===== config.mk =====
export PLATFORM = sky130hd
export DESIGN_NAME = dispatch_queue_nway_flat
export DESIGN_NICKNAME = d
export VERILOG_FILES = /design/src/rtl/dispatch_queue_nway_if.sv /design/src/rtl/dispatch_queue_nway.sv /design/src/flat_wrapper.sv
export SDC_FILE = /design/constraint.sdc
export NUM_CORES = 1
export LEC_CHECK = 0
export CORE_AREA = 10 10 290 292
export DETAILED_ROUTE_END_ITERATION = 12
export DIE_AREA = 0 0 300 302
export GPL_TIMING_DRIVEN = 0
export PLACE_DENSITY_LB_ADDON = 0.05
export SYNTH_ARGS = -nofsm -noshare
export SYNTH_HDL_FRONTEND = slang
export SYNTH_SLANG_ARGS = --single-unit

===== constraint.sdc =====
create_clock -name clk -period 6.15 [get_ports clk]
set_input_delay 0.615 -clock clk [delete_from_list [all_inputs] [get_ports clk]]
set_output_delay 0.615 -clock clk [all_outputs]
set_load 0.1 [all_outputs]

===== src/rtl/dispatch_queue_nway_if.sv =====
// Decode-to-dispatch bundle for dispatch_queue_nway: enqueue lanes, FU/ROB
// back-pressure and the per-slot dispatch outputs.
interface dispatch_queue_nway_if #(
  parameter int unsigned IN_WIDTH  = 2,
  parameter int unsigned OUT_WIDTH = 2,
  parameter int unsigned DEPTH     = 8,
  parameter int unsigned NUM_FU    = 5,
  parameter int unsigned ENTRY_W   = 64
);
  localparam int unsigned CW = $clog2(OUT_WIDTH + 1);
  localparam int unsigned QW = $clog2(DEPTH + 1);

  logic                          flush;
  logic                          stall;
  logic [IN_WIDTH-1:0]           in_valid;
  logic [IN_WIDTH*ENTRY_W-1:0]   in_entry;
  logic [IN_WIDTH*NUM_FU-1:0]    in_fu;
  logic [IN_WIDTH-1:0]           in_ex;
  logic [IN_WIDTH-1:0]           in_branch;
  logic                          in_ready;
  logic [NUM_FU-1:0]             fu_ready;
  logic [CW-1:0]                 rob_credit;
  logic [OUT_WIDTH-1:0]          disp_valid;
  logic [OUT_WIDTH*ENTRY_W-1:0]  disp_entry;
  logic [OUT_WIDTH-1:0]          disp_ex;
  logic [OUT_WIDTH-1:0]          disp_delayslot;
  logic [NUM_FU-1:0]             fu_taken;
  logic [QW-1:0]                 count;

  modport master (
    output flush, stall, in_valid, in_entry, in_fu, in_ex, in_branch,
           fu_ready, rob_credit,
    input  in_ready, disp_valid, disp_entry, disp_ex, disp_delayslot,
           fu_taken, count
  );

  modport slave (
    input  flush, stall, in_valid, in_entry, in_fu, in_ex, in_branch,
           fu_ready, rob_credit,
    output in_ready, disp_valid, disp_entry, disp_ex, disp_delayslot,
           fu_taken, count
  );
endinterface


===== src/rtl/dispatch_queue_nway.sv =====
// In-order circular dispatch queue: multi-lane enqueue, up to OUT_WIDTH in-order
// dispatches per cycle with FU arbitration, ROB credit limit and branch/delay-slot pairing.
module dispatch_queue_nway #(
  parameter int unsigned IN_WIDTH  = 2,
  parameter int unsigned OUT_WIDTH = 2,
  parameter int unsigned DEPTH     = 8,
  parameter int unsigned NUM_FU    = 5,
  parameter int unsigned ENTRY_W   = 64
) (
  input logic                   clk,
  input logic                   rst_n,
  dispatch_queue_nway_if.slave  dq
);
  localparam int unsigned PW = $clog2(DEPTH);
  localparam int unsigned QW = $clog2(DEPTH + 1);
  localparam int unsigned CW = $clog2(OUT_WIDTH + 1);

  logic [ENTRY_W-1:0] r_entry [DEPTH];
  logic [NUM_FU-1:0]  r_fu    [DEPTH];
  logic [DEPTH-1:0]   r_ex;
  logic [DEPTH-1:0]   r_br;
  logic [DEPTH-1:0]   r_ds;
  logic [PW-1:0]      r_head;
  logic [PW-1:0]      r_tail;
  logic [QW-1:0]      r_count;
  logic               r_prev_br;

  logic [PW-1:0]      w_slot [OUT_WIDTH];
  logic [OUT_WIDTH-1:0] w_pre;
  logic [OUT_WIDTH:0]   w_ext;
  logic [OUT_WIDTH-1:0] w_go;
  logic [NUM_FU-1:0]  w_used;
  logic               w_open;
  logic               w_in_ready;
  logic               w_enq;
  logic [QW-1:0]      w_nenq;
  logic [CW-1:0]      w_ndeq;
  logic [IN_WIDTH-1:0] w_lane_ds;
  logic               w_last_br;
  logic               w_run_br;
  int                 w_count_nxt;
  logic [NUM_FU-1:0]  w_ft;

  assign w_in_ready = (r_count <= QW'(DEPTH - IN_WIDTH));
  assign w_enq      = w_in_ready && dq.in_valid[0] && !dq.flush;

  // In-order candidate prefix, then trim any trailing branch that lost its delay slot
  always_comb begin
    w_pre  = '0;
    w_used = '0;
    w_open = !(dq.flush || dq.stall);
    for (int k = 0; k < int'(OUT_WIDTH); k++) begin
      w_slot[k] = r_head + PW'(k);
      if (w_open && (k < int'(r_count)) && (k < int'(dq.rob_credit)) &&
          (r_ex[w_slot[k]] ||
           (((dq.fu_ready & r_fu[w_slot[k]]) != '0) && ((w_used & r_fu[w_slot[k]]) == '0)))) begin
        w_pre[k] = 1'b1;
        if (!r_ex[w_slot[k]]) w_used = w_used | r_fu[w_slot[k]];
      end else begin
        w_open = 1'b0;
      end
    end
    w_ext = {1'b0, w_pre};
    for (int k = int'(OUT_WIDTH) - 1; k >= 0; k--) begin
      if (w_ext[k] && r_br[w_slot[k]] && !r_ex[w_slot[k]] && !w_ext[k+1]) w_ext[k] = 1'b0;
    end
    w_go = w_ext[OUT_WIDTH-1:0];
  end

  // Enqueue/dequeue bookkeeping and delay-slot tags per lane
  always_comb begin
    w_nenq    = '0;
    w_ndeq    = '0;
    w_lane_ds = '0;
    w_last_br = r_prev_br;
    w_run_br  = r_prev_br;
    for (int i = 0; i < int'(IN_WIDTH); i++) begin
      w_lane_ds[i] = w_run_br;
      w_run_br     = dq.in_branch[i];
      if (w_enq && dq.in_valid[i]) begin
        w_nenq    = w_nenq + QW'(1);
        w_last_br = dq.in_branch[i];
      end
    end
    for (int k = 0; k < int'(OUT_WIDTH); k++) begin
      w_ndeq = w_ndeq + CW'(w_go[k]);
    end
    w_count_nxt = int'(r_count) + int'(w_nenq) - int'(w_ndeq);
  end

  always_comb begin
    dq.disp_entry     = '0;
    dq.disp_ex        = '0;
    dq.disp_delayslot = '0;
    w_ft              = '0;
    for (int k = 0; k < int'(OUT_WIDTH); k++) begin
      if (w_go[k]) begin
        dq.disp_entry[k*ENTRY_W +: ENTRY_W] = r_entry[w_slot[k]];
        dq.disp_ex[k]        = r_ex[w_slot[k]];
        dq.disp_delayslot[k] = r_ds[w_slot[k]];
        if (!r_ex[w_slot[k]]) w_ft = w_ft | r_fu[w_slot[k]];
      end
    end
  end

  assign dq.disp_valid = w_go;
  assign dq.fu_taken   = w_ft;
  assign dq.in_ready   = w_in_ready;
  assign dq.count      = r_count;

  always_ff @(posedge clk) begin
    if (!rst_n || dq.flush) begin
      r_head    <= '0;
      r_tail    <= '0;
      r_count   <= '0;
      r_prev_br <= 1'b0;
    end else begin
      assert (w_count_nxt >= 0 && w_count_nxt <= int'(DEPTH));
      r_head  <= r_head + PW'(w_ndeq);
      r_count <= QW'(w_count_nxt);
      if (w_enq) begin
        r_tail    <= r_tail + PW'(w_nenq);
        r_prev_br <= w_last_br;
      end
    end
  end

  // Payload storage needs no reset; head/count gate every read
  always_ff @(posedge clk) begin
    if (w_enq) begin
      for (int i = 0; i < int'(IN_WIDTH); i++) begin
        if (dq.in_valid[i]) begin
          r_entry[r_tail + PW'(i)] <= dq.in_entry[i*ENTRY_W +: ENTRY_W];
          r_fu[r_tail + PW'(i)]    <= dq.in_fu[i*NUM_FU +: NUM_FU];
          r_ex[r_tail + PW'(i)]    <= dq.in_ex[i];
          r_br[r_tail + PW'(i)]    <= dq.in_branch[i];
          r_ds[r_tail + PW'(i)]    <= w_lane_ds[i];
        end
      end
    end
  end
endmodule


===== src/flat_wrapper.sv =====
// flat-port wrapper written by rule: the top's interface ports become plain ports
module dispatch_queue_nway_flat 
#(
  parameter int unsigned IN_WIDTH  = 2,
  parameter int unsigned OUT_WIDTH = 2,
  parameter int unsigned DEPTH     = 8,
  parameter int unsigned NUM_FU    = 5,
  parameter int unsigned ENTRY_W   = 64
)
  (clk, rst_n, dq_flush, dq_stall, dq_in_valid, dq_in_entry, dq_in_fu, dq_in_ex, dq_in_branch, dq_fu_ready, dq_rob_credit, dq_in_ready, dq_disp_valid, dq_disp_entry, dq_disp_ex, dq_disp_delayslot, dq_fu_taken, dq_count);
  dispatch_queue_nway_if #(.IN_WIDTH(IN_WIDTH), .OUT_WIDTH(OUT_WIDTH), .DEPTH(DEPTH), .NUM_FU(NUM_FU), .ENTRY_W(ENTRY_W)) dq_i ();
  input logic clk;
  input logic rst_n;
  input wire logic [$bits(dq_i.flush)-1:0] dq_flush;
  input wire logic [$bits(dq_i.stall)-1:0] dq_stall;
  input wire logic [$bits(dq_i.in_valid)-1:0] dq_in_valid;
  input wire logic [$bits(dq_i.in_entry)-1:0] dq_in_entry;
  input wire logic [$bits(dq_i.in_fu)-1:0] dq_in_fu;
  input wire logic [$bits(dq_i.in_ex)-1:0] dq_in_ex;
  input wire logic [$bits(dq_i.in_branch)-1:0] dq_in_branch;
  input wire logic [$bits(dq_i.fu_ready)-1:0] dq_fu_ready;
  input wire logic [$bits(dq_i.rob_credit)-1:0] dq_rob_credit;
  output wire logic [$bits(dq_i.in_ready)-1:0] dq_in_ready;
  output wire logic [$bits(dq_i.disp_valid)-1:0] dq_disp_valid;
  output wire logic [$bits(dq_i.disp_entry)-1:0] dq_disp_entry;
  output wire logic [$bits(dq_i.disp_ex)-1:0] dq_disp_ex;
  output wire logic [$bits(dq_i.disp_delayslot)-1:0] dq_disp_delayslot;
  output wire logic [$bits(dq_i.fu_taken)-1:0] dq_fu_taken;
  output wire logic [$bits(dq_i.count)-1:0] dq_count;
  assign dq_i.flush = dq_flush;
  assign dq_i.stall = dq_stall;
  assign dq_i.in_valid = dq_in_valid;
  assign dq_i.in_entry = dq_in_entry;
  assign dq_i.in_fu = dq_in_fu;
  assign dq_i.in_ex = dq_in_ex;
  assign dq_i.in_branch = dq_in_branch;
  assign dq_i.fu_ready = dq_fu_ready;
  assign dq_i.rob_credit = dq_rob_credit;
  assign dq_in_ready = dq_i.in_ready;
  assign dq_disp_valid = dq_i.disp_valid;
  assign dq_disp_entry = dq_i.disp_entry;
  assign dq_disp_ex = dq_i.disp_ex;
  assign dq_disp_delayslot = dq_i.disp_delayslot;
  assign dq_fu_taken = dq_i.fu_taken;
  assign dq_count = dq_i.count;
  dispatch_queue_nway #(.IN_WIDTH(IN_WIDTH), .OUT_WIDTH(OUT_WIDTH), .DEPTH(DEPTH), .NUM_FU(NUM_FU), .ENTRY_W(ENTRY_W)) u_core (.clk(clk), .rst_n(rst_n), .dq(dq_i));
endmodule

After elaboration in Yosys (flattened, before gate mapping)
Memory sizes are Yosys's and may differ from the RTL's. A register that Yosys moved wholly into a read port is not among the register bits. Index checks and enable logic that the tools add are counted.

Bits of input ports: 155. Flip-flop bits (word level): 35. Memories: 2. Word-level logic and storage cells: 124. Output and inout port bits: 144. RAM bits: 552.

Memory list: u_core.r_entry (depth 8, bits a word 64, read ports 2, clocked after Yosys merged registers in 1, wr ports 2, line dispatch_queue_nway.sv:18) `logic [ENTRY_W-1:0] r_entry [DEPTH];`; u_core.r_fu (depth 8, bits a word 5, read ports 2, clocked after Yosys merged registers in 1, wr ports 2, line dispatch_queue_nway.sv:19) `logic [NUM_FU-1:0] r_fu [DEPTH];`.

Bitwise operators: 4. Reductions and logical operators: 33. Add/subtract/negate cells: 8. Muxes and demuxes: 59. $lt $le $gt $ge: 11.

Operators with widths (count): 2-to-1 mux 64 bit (2); 2-to-1 mux 8 bit (9); bitwise mux 8 bit (6); 2-to-1 mux 1 bit (26); 2-to-1 mux 5 bit (5); binary-select mux 1 bit (select 3 bit) (6); logical AND 1 bit (18); less-than comparator 3 x 4 -> 1 bit, second input constant (4); bitwise AND 5 bit (3); nonzero test 5 bit (2); less-than comparator 1 x 4 -> 1 bit, first input constant (2); adder 3 x 1 -> 3 bit, second input constant (2); demux 1 bit (select 3 bit) (2); greater-or-equal comparator 3 x 1 -> 1 bit, second input constant (2); logical NOT 1 bit (6); 2-to-1 mux 3 bit (2); logical NOT 5 bit (1); bitwise OR 5 bit (1); adder 4 bit (1); less-or-equal comparator 4 x 3 -> 1 bit, second input constant (1); logical OR 1 bit (4); less-than comparator 1 x 2 -> 1 bit, first input constant (2); 2-to-1 mux 4 bit (1); subtractor 4 x 3 -> 4 bit (1); 6 further kinds (6).

Depth between registers and ports, before layout
Gate-level depths: netlist (run 1).

Depth in word-level cells: 22. Gate-level depth with buffers: 17. Mapped depth without buffers: 14.

Worst setup path before layout (run 1)
OpenSTA, ideal clock, no wires.

Path kind: register -> register. Start point: reg u_core.r_count[3], in the netlist u_core.dq.count[3]. End point: mem u_core.r_entry[5][0], enable pin. Required time: 5.631 ns. Stages on the path, launching flop included: 8. Data arrival time: 5.664 ns. Path buffers: 2. Period minus slack after synthesis: 6.182 ns. Setup time: 0.519 ns. Path slack: -0.032 ns. Cells stage by stage: dfxtp_1 -> inv_1 -> ha_1 -> a311o_1 -> or2_2 -> clkbuf_1 -> clkbuf_1 -> a21oi_1.

RTL lines: from (decl) (line dispatch_queue_nway.sv:25) `logic [QW-1:0] r_count;`; from (signal assigned) (line dispatch_queue_nway.sv:120) `r_count <= QW'(w_count_nxt);`; to (decl) (line dispatch_queue_nway.sv:18).

Worst setup path after layout (run 1)
Start point: reg u_core.r_head[0]. End point: out dq_disp_entry[120].

Word-level cells in the longest chain between the ends: 15. Elaborated cells between the ends (all ways): 29. Those cells by class: 1 x add/sub; 12 x mux; 2 x bitwise; 12 x reduce/logical; 2 x memory.

Ends and longest elaborated chain: from (decl) (line dispatch_queue_nway.sv:23) `logic [PW-1:0] r_head;`; from (signal assigned) (line dispatch_queue_nway.sv:119) `r_head <= r_head + PW'(w_ndeq);`; branches (longest 14 deep; another with memory read (8 x 5 bit)); 2-to-1 mux 64 bit * (line dispatch_queue_nway.sv:97) `if (w_go[k]) begin`; to (decl) (line flat_wrapper.sv:25) `output wire logic [$bits(dq_i.disp_entry)-1:0] dq_disp_entry;`.

Every way passes the cells marked *. The select of a mux whose other input is x is not followed.

==> summary.txt, run 1 <==
Timing
  • Pins Over Slew Limit: 0
  • Final Critical Period: 6020 ps
  • Slew headroom: 0.110
  • Worst setup slack after layout: 126 ps
  • RSZ-0062 raised after global routing: no
  • Crit share post-route: 0.979
  • Final hold vios: 0
  • Max Clk Rate: 0.166 GHz
  • Worst Tran Pin Value: about 1300 ps
  • Final setup vio count: 0
  • Fin Clk Skew: 23.7 ps

Logic synthesis
  • Area contributors post-synth: edfxtp_1 (50%), mux4_2 (19%), mux2_2 (18%)
  • Synth unique cells: 51
  • Syn Std Cell Area: 34800 sq um
  • Avg Inst Size Synth: 16.3 sq um
  • Gate Count Post-Synth: 2139
  • Synth top area share: 0.497
  • Yosys warning count: 0
  • Asr flop ratio synth: 0
  • Sequential share of the synthesized area: 0.503
  • EDFF count, synth: 576
  • Seq cells post-synth: 587
  • Net Count, Synth: around 2300
  • Top FF cell, synth: edfxtp_1
  • Post-synth top area cell: edfxtp_1

Worst setup path
  • Worst path most repeated cell: buf_2
  • Reg2reg start: u_core.r_head[0]$_SDFF_PP0_
  • R2r endpoint: u_core.dq.count[3]$_SDFF_PP0_
  • Critical Path Start: u_core.r_head[0]$_SDFF_PP0_
  • Worst setup EP type: primary output
  • Kind of critical path: reg2out
  • Crit path DAT: around 5400 ps
  • Critical path capture point: dq_disp_entry[120]
  • Crit start category: register
  • Critical path required time: around 5500 ps
  • Crit path max-delay cell type: clkbuf_1
  • Crit path largest cell delay: roughly 740 ps
  • Critical path, cell by cell: buf_2 > buf_2 > buf_2 > buf_2 > clkbuf_2 > clkbuf_1 > mux4_2 > mux2i_1 > nor3_1 > clkdlybuf4s15_2
  • CP max FO: 10
  • Worst r2r path cells: 16
  • Reg2Reg Setup Slack: 810 ps

Floorplan
  • Die width: 300 um
  • Std-Cell Rows: 103
  • Core ar.: 78400 sq um
  • Io pins: ~300
  • DIE AREA: 90600 sq um
  • Die height: 302 um
  • Initial core utilization: 0.444

Finish
  • Layout cells sized above 1: 0.437
  • Nets: 2717
  • Finished layout cell area: 41900 sq um
  • Area Overhead vs Synth: 20.4%

Route
  • Final WL: 124000 um
  • Met2 wire len: 59100 um
  • Final ANT Viol Nets: 0
  • Via count: 23300
  • DR WL met3: roughly 11000 um
  • M1 WL: about 50000 um
  • Avg WL per Cell: 33.8 um
  • Uppermost routed layer: met5
  • Initial detailed-routing violation count: 2352
  • Drt via density: 6.36
  • Drt pass-1 iters: 5
  • DRC Markers: 0

Global routing
  • Initial antenna violation count: 16
  • Largest net degree at the start of global routing: 33
  • First-pass GRT wire length: about 180000 um
  • Vias in the first global route: roughly 24000
  • Total grt overflow: 0
  • Total GRT Usage: 0.268

Clock tree
  • Worst-Skew Late Latency: 640 ps
  • Clk buf depth: 3
  • CTS tree: done
  • H-tree levels: 3
  • CTS Root Cell: clkbuf_16
  • Cts hold-fix bufs: 0
  • Reg clk slew, reported paths: ~60 ps
  • CTS Sinks: 587
  • Cts bufs inserted: just over 70

Hold path
  • Hold Startpoint: dq_in_ex[1]
  • Worst Hold Class: in2reg

Flow run
  • Number of max-cap violations: 0

Power and ir drop
  • LEAKAGE: between 10 and 15 nW
  • Power density cells: 234 nW/um^2
  • Worst VDD drop: about 0.15 mV

Place
  • Area post-placement: 39800 sq um
  • Pre-CTS WS: -410 ps
  • Hpwl dp: 83100 um
  • GPL Wtd Cong: 0.882
  • Number of port buffers: 294

Run status
  • Status: finished, final reports clean
[cells by family after synthesis]
kind of cell | after synthesis | synth area share
compound gates | 65 | 0.0126
mux | 1017 | 0.417
fa+ha+maj | 16 | 0.00662
flops | 587 | 0.503
xor+xnor | 7 | 0.00198
buf+inv | 208 | 0.0254
simple gates | 239 | 0.0332
[metrics by stage]
step | power, W | utilization | instances | TNS (ps) | hold WS [ps]
4_1_cts | 0.00985 | 0.537 | 3650 | 0 | 496
3_3_place_gp | 0.00579 | 0.498 | 3483 | -2242720 | 631
2_1_floorplan | 0.00533 | - | 2139 | -4460 | 613
3_5_place_dp | 0.00583 | 0.508 | 3514 | -6180 | 659
6_report | 0.00981 | 0.535 | 3658 | 0 | 530
5_1_grt | 0.0101 | 0.535 | 3658 | 0 | 554
[cells in the mapped netlist, types with 12 or more instances]
cell and n:
edfxtp_1 576, mux2_2 549, mux4_2 290, mux2i_1 168, nor3_1 134, buf_1 76
clkbuf_1 74, nand2_1 37, nor2_1 33, buf_2 26, o21ai_0 20, inv_1 19
a21oi_1 18, ha_1 12
[worst min-delay path by stage]
stage / end / slack, ps / cells past startpoint
3_5_place_dp: u_core.r_br[2]$_DFFE_PP_ / 660 / 2
4_1_cts: u_core.r_ex[7]$_DFFE_PP_ / 500 / 3
5_1_grt: u_core.r_ex[4]$_DFFE_PP_ / 550 / 3
2_1_floorplan: u_core.r_ex[2]$_DFFE_PP_ / 610 / 2
3_3_place_gp: u_core.r_tail[0]$_SDFFE_PP0P_ / 630 / 3
6_report: u_core.r_ex[6]$_DFFE_PP_ / 530 / 3
[layer usage]
metal | GRT usage | vias up
met5 | 0 | -
met3 | 0.0593 | 211
li1 | - | 9672
met1 | 0.354 | 12200
met2 | 0.431 | 1188
met4 | 0.0978 | 14
[layout by cell type, fill, tap and decap left out, types with 6 or more instances in the layout]
cell type,count
a211oi_1,6
a21oi_1,15
buf_1,72
buf_12,21
buf_16,11
buf_2,33
buf_4,10
buf_6,8
clkbuf_1,76
clkbuf_16,72
clkbuf_2,59
clkdlybuf4s15_2,42
clkdlybuf4s50_1,156
clkinv_1,21
clkinv_2,10
dfxtp_1,11
dlygate4sd2_1,37
edfxtp_1,576
ha_1,12
inv_1,19
mux2_1,10
mux2_2,549
mux2i_1,168
mux4_2,290
nand2_1,37
nand2b_1,6
nor2_1,27
nor2_4,6
nor3_1,132
o21ai_0,20
[flip-flops by register name (all words and copies together) (netlist names)]
signal	count
u_core.r_tail	3
u_core.dq.count	4
u_core.r_head	3
u_core.r_ds	8
u_core.r_br	8
u_core.r_entry	512
u_core.r_prev_br	1
u_core.r_ex	8
u_core.r_fu	40
[final cells by class]
type / instances / area (sq um)
antenna: 5 / 12.5
buffer: 187 / 842
clock buffer: 89 / 1870
clock inverter: 42 / 315
fill: 6617 / 36400
inverter: 21 / 78.8
multi-input combinational: 1344 / 16500
sequential: 587 / 17500
tap: 1050 / 1310
timing repair buffer: 333 / 3470
[repair_timing]
item                                    in CTS  in global routing
setup buffers                                5                  3
pin swaps                                    2                  1
endpoints found under the setup margin     138                 80
gates resized for setup                    317                156
[power breakdown]
part	switching [W]	total (W)	internal [W]	leakage [nW]
Sequential	0.0000375	0.00453	0.00449	5.31
Clock	0.00176	0.00405	0.00229	1.06
Combinational	0.000731	0.00124	0.000506	6.96
[critical path, delay by kind of cell (launching register included)]
kind	cells	cell delay (ps)
and+or+nand+nor	1	390
muxes	2	440
buffers and inverters	7	3480
DFF	1	440
Power figures use the tool's default switching activity.
==> run 2, diff against run 1 <==
--- a/config.mk
+++ b/config.mk
@@ -5,9 +5,9 @@
 export SDC_FILE = /design/constraint.sdc
 export NUM_CORES = 1
 export LEC_CHECK = 0
-export CORE_AREA = 10 10 290 292
+export CORE_AREA = 2 2 325 246
 export DETAILED_ROUTE_END_ITERATION = 12
-export DIE_AREA = 0 0 300 302
+export DIE_AREA = 0 0 327 248
 export GPL_TIMING_DRIVEN = 0
 export PLACE_DENSITY_LB_ADDON = 0.05
 export SYNTH_ARGS = -nofsm -noshare
==> summary.txt, run 2 (synthesis results as in run 1) <==
Worst setup path
  • Critical path required time: 5530 ps (about the same)
  • Worst setup EP type: primary output
  • Worst r2r path cells: 16 (unchanged)
  • Crit path max-delay cell type: a222oi_1
  • Crit path largest cell delay: 700 ps (-40 ps)
  • Worst path most repeated cell: buf_2
  • Kind of critical path: reg2out
  • Crit path DAT: 5480 ps (+70 ps)
  • Critical path, cell by cell: buf_2 > clkdlybuf4s15_2 > mux4_2 > mux2_2 > a222oi_1 > a21o_1 > buf_2 > nor2b_1 > buf_2 > buf_2 > nor3_1 > dlygate4sd2_1
  • Crit start category: register
  • CP max FO: 10 (unchanged)

Clock tree
  • Clk buf depth: 3 (unchanged)
  • Cts hold-fix bufs: 0 (unchanged)
  • Reg clk slew, reported paths: 60 ps (about the same)
  • CTS Root Cell: clkbuf_16
  • Worst-Skew Late Latency: 610 ps (-30 ps)
  • CTS Sinks: 587 (unchanged)
  • CTS tree: done
  • H-tree levels: 3 (unchanged)
  • Cts bufs inserted: 67 (-6.9%)

Global routing
  • Largest net degree at the start of global routing: 33 (unchanged)
  • First-pass GRT wire length: 172000 um (-2.5%)
  • Busiest grt layer: met2
  • Total GRT Usage: 0.297 (+0.0292)
  • Total grt overflow: 0 (unchanged)
  • Initial antenna violation count: 12 (-4)
  • Met1 GRT Util: 0.422 (+0.0677)
  • Vias in the first global route: 23700 (-3.0%)
  • Met3 usage: 0.0663 (+0.00693)
  • Met2 usage: 0.460 (+0.0293)

Finish
  • Area Overhead vs Synth: 19.8%
  • Layout cells sized above 1: 0.432 (-0.00469)
  • Final Core Density: 0.534 (-0.000887)
  • Regs by FF count: u_core.r_entry x512, u_core.r_fu x40
  • Nets: 2706 (-0.40%)
  • Largest reg by FF count: u_core.r_entry
  • Fillers: 6387 (-3.5%)
  • Most frequent cells in the layout: edfxtp_1 (576), mux2_2 (549), mux4_2 (290)
  • Most common cell after layout, fill and taps aside: edfxtp_1
  • Largest register FFs: 512 (unchanged)

Flow run
  • Number of max-cap violations: 0 (unchanged)

Route
  • Via count: 23300 (+0.27%)
  • Final ANT Viol Nets: 0 (unchanged)
  • DRC Markers: 0 (unchanged)
  • Final WL: 121000 um (-1.9%)
  • Initial detailed-routing violation count: 2644 (+12%)
  • Drt pass-1 iters: 5 (unchanged)
  • Drt via density: 6.41 (+0.82%)
  • Avg WL per Cell: 33.3 um (-1.4%)

Timing
  • Fin Clk Skew: 9.72 ps (-14.0 ps)
  • Hold Slack: 546 ps (+15.9 ps)
  • Final hold vios: 0 (unchanged)
  • Slew headroom: 0.137 (+0.0276)
  • Final setup vio count: 0 (unchanged)
  • Worst Tran Pin Value: 1290 ps (-41.4 ps)
  • Final Critical Period: 6090 ps (+70.0 ps)
  • Max Clk Rate: 0.164 GHz (-1.1%)
  • Pins Over Slew Limit: 0 (unchanged)
  • Crit share post-route: 0.991 (+0.0114)

Floorplan
  • Die height: 248 um (-18%)
  • DIE AREA: 81100 sq um (-10%)
  • Io pins: 299 (unchanged)
  • Die width: 327 um (+9.0%)
  • Core ar.: 78100 sq um (-0.38%)
  • Std-Cell Rows: 89 (-14%)
  • Initial core utilization: 0.446 (+0.00167)

Power and ir drop
  • Worst VDD drop: 0.152 mV (+0.27%)
  • Power density cells: 232 nW/um^2 (-0.98%)
  • LEAKAGE: 13.2 nW (-0.65%)

Place
  • Hpwl dp: 80000 um (-3.7%)
  • Number of port buffers: 294 (unchanged)
  • GPL Wtd Cong: 0.853 (-3.3%)

Run status
  • Status: finished, final reports clean

Hold path
  • Hold path cells: 3 (unchanged)
  • Worst Hold Class: in2reg
-- run 2: area by class of cell --
class | instances | area, sq um | share of cell area
diodes | 7 | 17.5 | 0.000420
clock inverters | 28 | 200 | 0.00480
plain buffers | 187 | 860 | 0.0206
repair buffers | 327 | 3370 | 0.0807
well taps | 1046 | 1310 | 0.0314
flip-flops and latches | 587 | 17500 | 0.420
inverters | 21 | 78.8 | 0.00189
clock buffers | 91 | 1850 | 0.0444
multi-input cells | 1344 | 16500 | 0.396
-- run 2: stage by stage --
step / cell area (sq um) / TNS [ps] / total power [W] / instances / setup slack, ps
finish: 41700 / 0 / 0.00966 / 3638 / 56.3
detailed placement: 39700 / -17900 / 0.00581 / 3508 / -406
global route: 41700 / -27.5 / 0.00992 / 3637 / -20.3
floorplan: 34800 / -4460 / 0.00533 / 2139 / -32.4
global placement: 39100 / -2268230 / 0.00579 / 3479 / -5410
CTS: 41800 / 0 / 0.00970 / 3630 / 0.200
-- run 2: where the power goes --
group,switching (W),internal (W),total (W)
combinational,0.000721,0.000497,0.00122
sequential,0.0000391,0.00449,0.00453
clock,0.00169,0.00223,0.00392
-- run 2: per-layer routing --
metal	up-vias	part of all wire
li1	9624	-
met1	12300	0.42
met2	1187	0.46
met3	184	0.088
met4	8	0.024
met5	-	0.00034
-- run 2: worst max-delay path, delay by kind of cell (launching register included) --
kind,cells,cell delay [ps]
multiplexers,2,680
AND/OR/NAND/NOR,2,330
AO/OA/AOI/OAI,2,890
buffers and inverters,6,2600
flip-flops,1,320
-- run 2: worst paths after layout --
path / start / endpoint / slack, ps
setup / recovery: u_core.r_head[1]$_SDFF_PP0_ / dq_disp_entry[39] / 60
setup reg to reg: u_core.r_head[0]$_SDFF_PP0_ / u_core.dq.count[3]$_SDFF_PP0_ / 660
hold / removal: dq_in_ex[1] / u_core.r_ex[2]$_DFFE_PP_ / 550
hold reg to reg: u_core.dq.count[3]$_SDFF_PP0_ / u_core.r_tail[0]$_SDFFE_PP0P_ / 670
-- run 2: timing repair --
item	4_1_cts	5_1_grt
buffers inserted	3	1
pin swaps	1	1
setup endpoints to repair	138	71
gates resized for setup	297	140
==> run 3, diff against run 2 <==
==> constraint.sdc (replaced) <==
create_clock -name clk -period 7.45 [get_ports clk]
set_input_delay 1.1175 -clock clk [delete_from_list [all_inputs] [get_ports clk]]
set_output_delay 1.1175 -clock clk [all_outputs]
set_load 0.1 [all_outputs]
==> summary.txt, run 3 (synthesis results as in run 1) <==
Timing
  • Max Clk Rate: 0.135 GHz
  • Setup_tns: 0 ps (unchanged)
  • Worst Tran Pin Value: 1320 ps (+21.3 ps)
  • Pins Over Slew Limit: 0 (unchanged)
  • Fin Clk Skew: 13.2 ps (+3.45 ps)
  • Hold Slack: 672 ps (+126 ps)
  • Final setup vio count: 0 (unchanged)
  • Slew headroom: 0.123 (-0.0142)
  • RSZ-0062 raised after global routing: yes
  • Worst setup slack after layout: 32.6 ps (-23.7 ps)
  • Final Critical Period: between 7000 and 8000 ps
  • Final hold vios: 0 (unchanged)
  • Crit share post-route: 0.996

Worst setup path
  • Crit path DAT: 6300 ps (+820 ps)
  • Worst setup EP type: primary output
  • Crit path max-delay cell type: clkdlybuf4s50_1
  • Worst path most repeated cell: buf_2
  • Kind of critical path: reg2out
  • Crit path largest cell delay: 1220 ps (+520 ps)
  • Critical path, cell by cell: buf_2 > buf_2 > buf_2 > buf_2 > buf_1 > clkbuf_1 > mux4_2 > mux2i_1 > nor3_1 > clkdlybuf4s50_1
  • Top delay family on crit path: buffers and inverters
  • CP max FO: 10 (unchanged)
  • Critical path required time: 6330 ps (+800 ps)
  • Crit start category: register
  • CP Buf/Inv Count: 7 (+1)

Place
  • Number of port buffers: 294 (unchanged)
  • Pre-CTS WS: 391 ps (+798 ps)
  • Dpl cells: 3508 (unchanged)
  • Hpwl dp: 80000 um (unchanged)
  • GPL Wtd Cong: 0.853 (unchanged)

Clock tree
  • Cts bufs inserted: 67 (unchanged)
  • CTS Sinks: 587 (unchanged)
  • Cts hold-fix bufs: 0 (unchanged)
  • Clk buf depth: 3 (unchanged)
  • CTS tree: done
  • Worst-Skew Late Latency: 620 ps (about the same)
  • CTS Root Cell: clkbuf_16
  • H-tree levels: 3 (unchanged)
  • Reg clk slew, reported paths: 60 ps (about the same)

Finish
  • Largest reg by FF count: u_core.r_entry
  • Layout Cells excl Fill: 3633 (-0.14%)
  • Most frequent cells in the layout: edfxtp_1 (576), mux2_2 (549), mux4_2 (290)
  • Nets: 2702 (-0.15%)
  • Area Overhead vs Synth: 20.2%
  • Largest register FFs: 512 (unchanged)
  • Layout cells sized above 1: 0.391 (-0.0419)
  • Most common cell after layout, fill and taps aside: edfxtp_1
  • Fillers: 6346 (-0.64%)
  • Regs by FF count: u_core.r_entry x512, u_core.r_fu x40

Power and ir drop
  • Power density cells: 191 nW/um^2 (-18%)
  • Worst VDD drop: 0.125 mV (-17%)
  • LEAKAGE: 13.3 nW (+0.58%)

Global routing
  • Largest net degree at the start of global routing: 33 (unchanged)
  • Vias in the first global route: 23600 (-0.31%)
  • Total GRT Usage: 0.297 (-0.000603)
  • Total grt overflow: 0 (unchanged)
  • Initial antenna violation count: 13 (+1)
  • First-pass GRT wire length: 171000 um (-0.13%)

Route
  • Final ANT Viol Nets: 0 (unchanged)
  • Avg WL per Cell: 33.3 um (about the same)
  • Drt pass-1 iters: 7 (+2)
  • Drt via density: 6.43 (+0.33%)
  • Initial detailed-routing violation count: 2782 (+5.2%)
  • Via count: 23400 (+0.19%)
  • Final WL: 121000 um (-0.16%)
  • DRC Markers: 0 (unchanged)

Floorplan
  • Io pins: 299 (unchanged)
  • Core ar.: 78100 sq um (unchanged)
  • Std-Cell Rows: 89 (unchanged)
  • DIE AREA: 81100 sq um (unchanged)
  • Die width: 327 um (unchanged)
  • Die height: 248 um (unchanged)
  • Initial core utilization: 0.446 (unchanged)

Hold path
  • Worst Hold Class: reg2reg

Run status
  • Status: finished, final reports clean

Flow run
  • Number of max-cap violations: 0 (unchanged)
## run 3: cell count changes in the layout (fill, tap and decap cells not counted), sizes merged
cell and delta:
dlygate4sd2 -31, clkbuf -47, diode -1, dlymetal6s2s +22, clkdlybuf4s15 -44, dlygate4sd1 -4
buf +2, clkdlybuf4s50 +98
## run 3: path summary, 6_finish.rpt
| path | cells past startpoint | slack, ps | from | endpoint |
|---|---|---|---|---|
| min reg2reg | 3 | 670 | u_core.dq.count[3]$_SDFF_PP0_ | u_core.r_tail[0]$_SDFFE_PP0P_ |
| max | 10 | 30 | u_core.r_head[0]$_SDFF_PP0_ | dq_disp_entry[53] |
| min | 3 | 670 | u_core.dq.count[3]$_SDFF_PP0_ | u_core.r_tail[0]$_SDFFE_PP0P_ |
| max reg2reg | 16 | 1640 | u_core.r_head[0]$_SDFF_PP0_ | u_core.dq.count[3]$_SDFF_PP0_ |
## run 3: worst min-delay path, stage by stage (launching register included)
cell and delay, ps:
dfxtp_1 380, a31oi_1 110, nand3_1 90, a21oi_1 50
## run 3: metal layers
layer  part of all wire  up-vias  wire length, um  GRT usage
met3              0.083      171             9990     0.0595
li1                   -     9626                -          -
met4              0.023        8             2800     0.0838
met5            0.00039        -               47          0
met2               0.47     1177            56400      0.460
met1               0.43    12400            51800      0.426
## run 3: layout make-up
type | instances | area [sq um] | area share
clock buffer | 91 | 1850 | 0.0442
antenna | 6 | 15.0 | 0.000359
clock inverter | 28 | 200 | 0.00478
multi-input combinational | 1344 | 16500 | 0.394
timing repair buffer | 323 | 3590 | 0.0857
inverter | 21 | 78.8 | 0.00188
tap | 1046 | 1310 | 0.0313
buffer | 187 | 820 | 0.0196
sequential | 587 | 17500 | 0.419
## run 3: repair_timing
| action | CTS | global route |
|---|---|---|
| buffers inserted | 0 | 0 |
| gates resized for setup | 17 | 35 |
| cloned | 0 | 0 |
| setup endpoints to repair | 66 | 28 |
## run 3: metrics by stage
step                      total power (W)   util  area, sq um
final                             0.00798  0.536        41800
after global routing              0.00818  0.536        41800
after CTS                         0.00801  0.535        41800
after detailed placement          0.00480  0.509        39700
after global placement            0.00478  0.500        39100
after floorplan                   0.00440      -        34800
## run 3: power by group
part           switching, W  internal (W)
Combinational      0.000592      0.000412
Sequential        0.0000327       0.00370
Clock               0.00140       0.00184
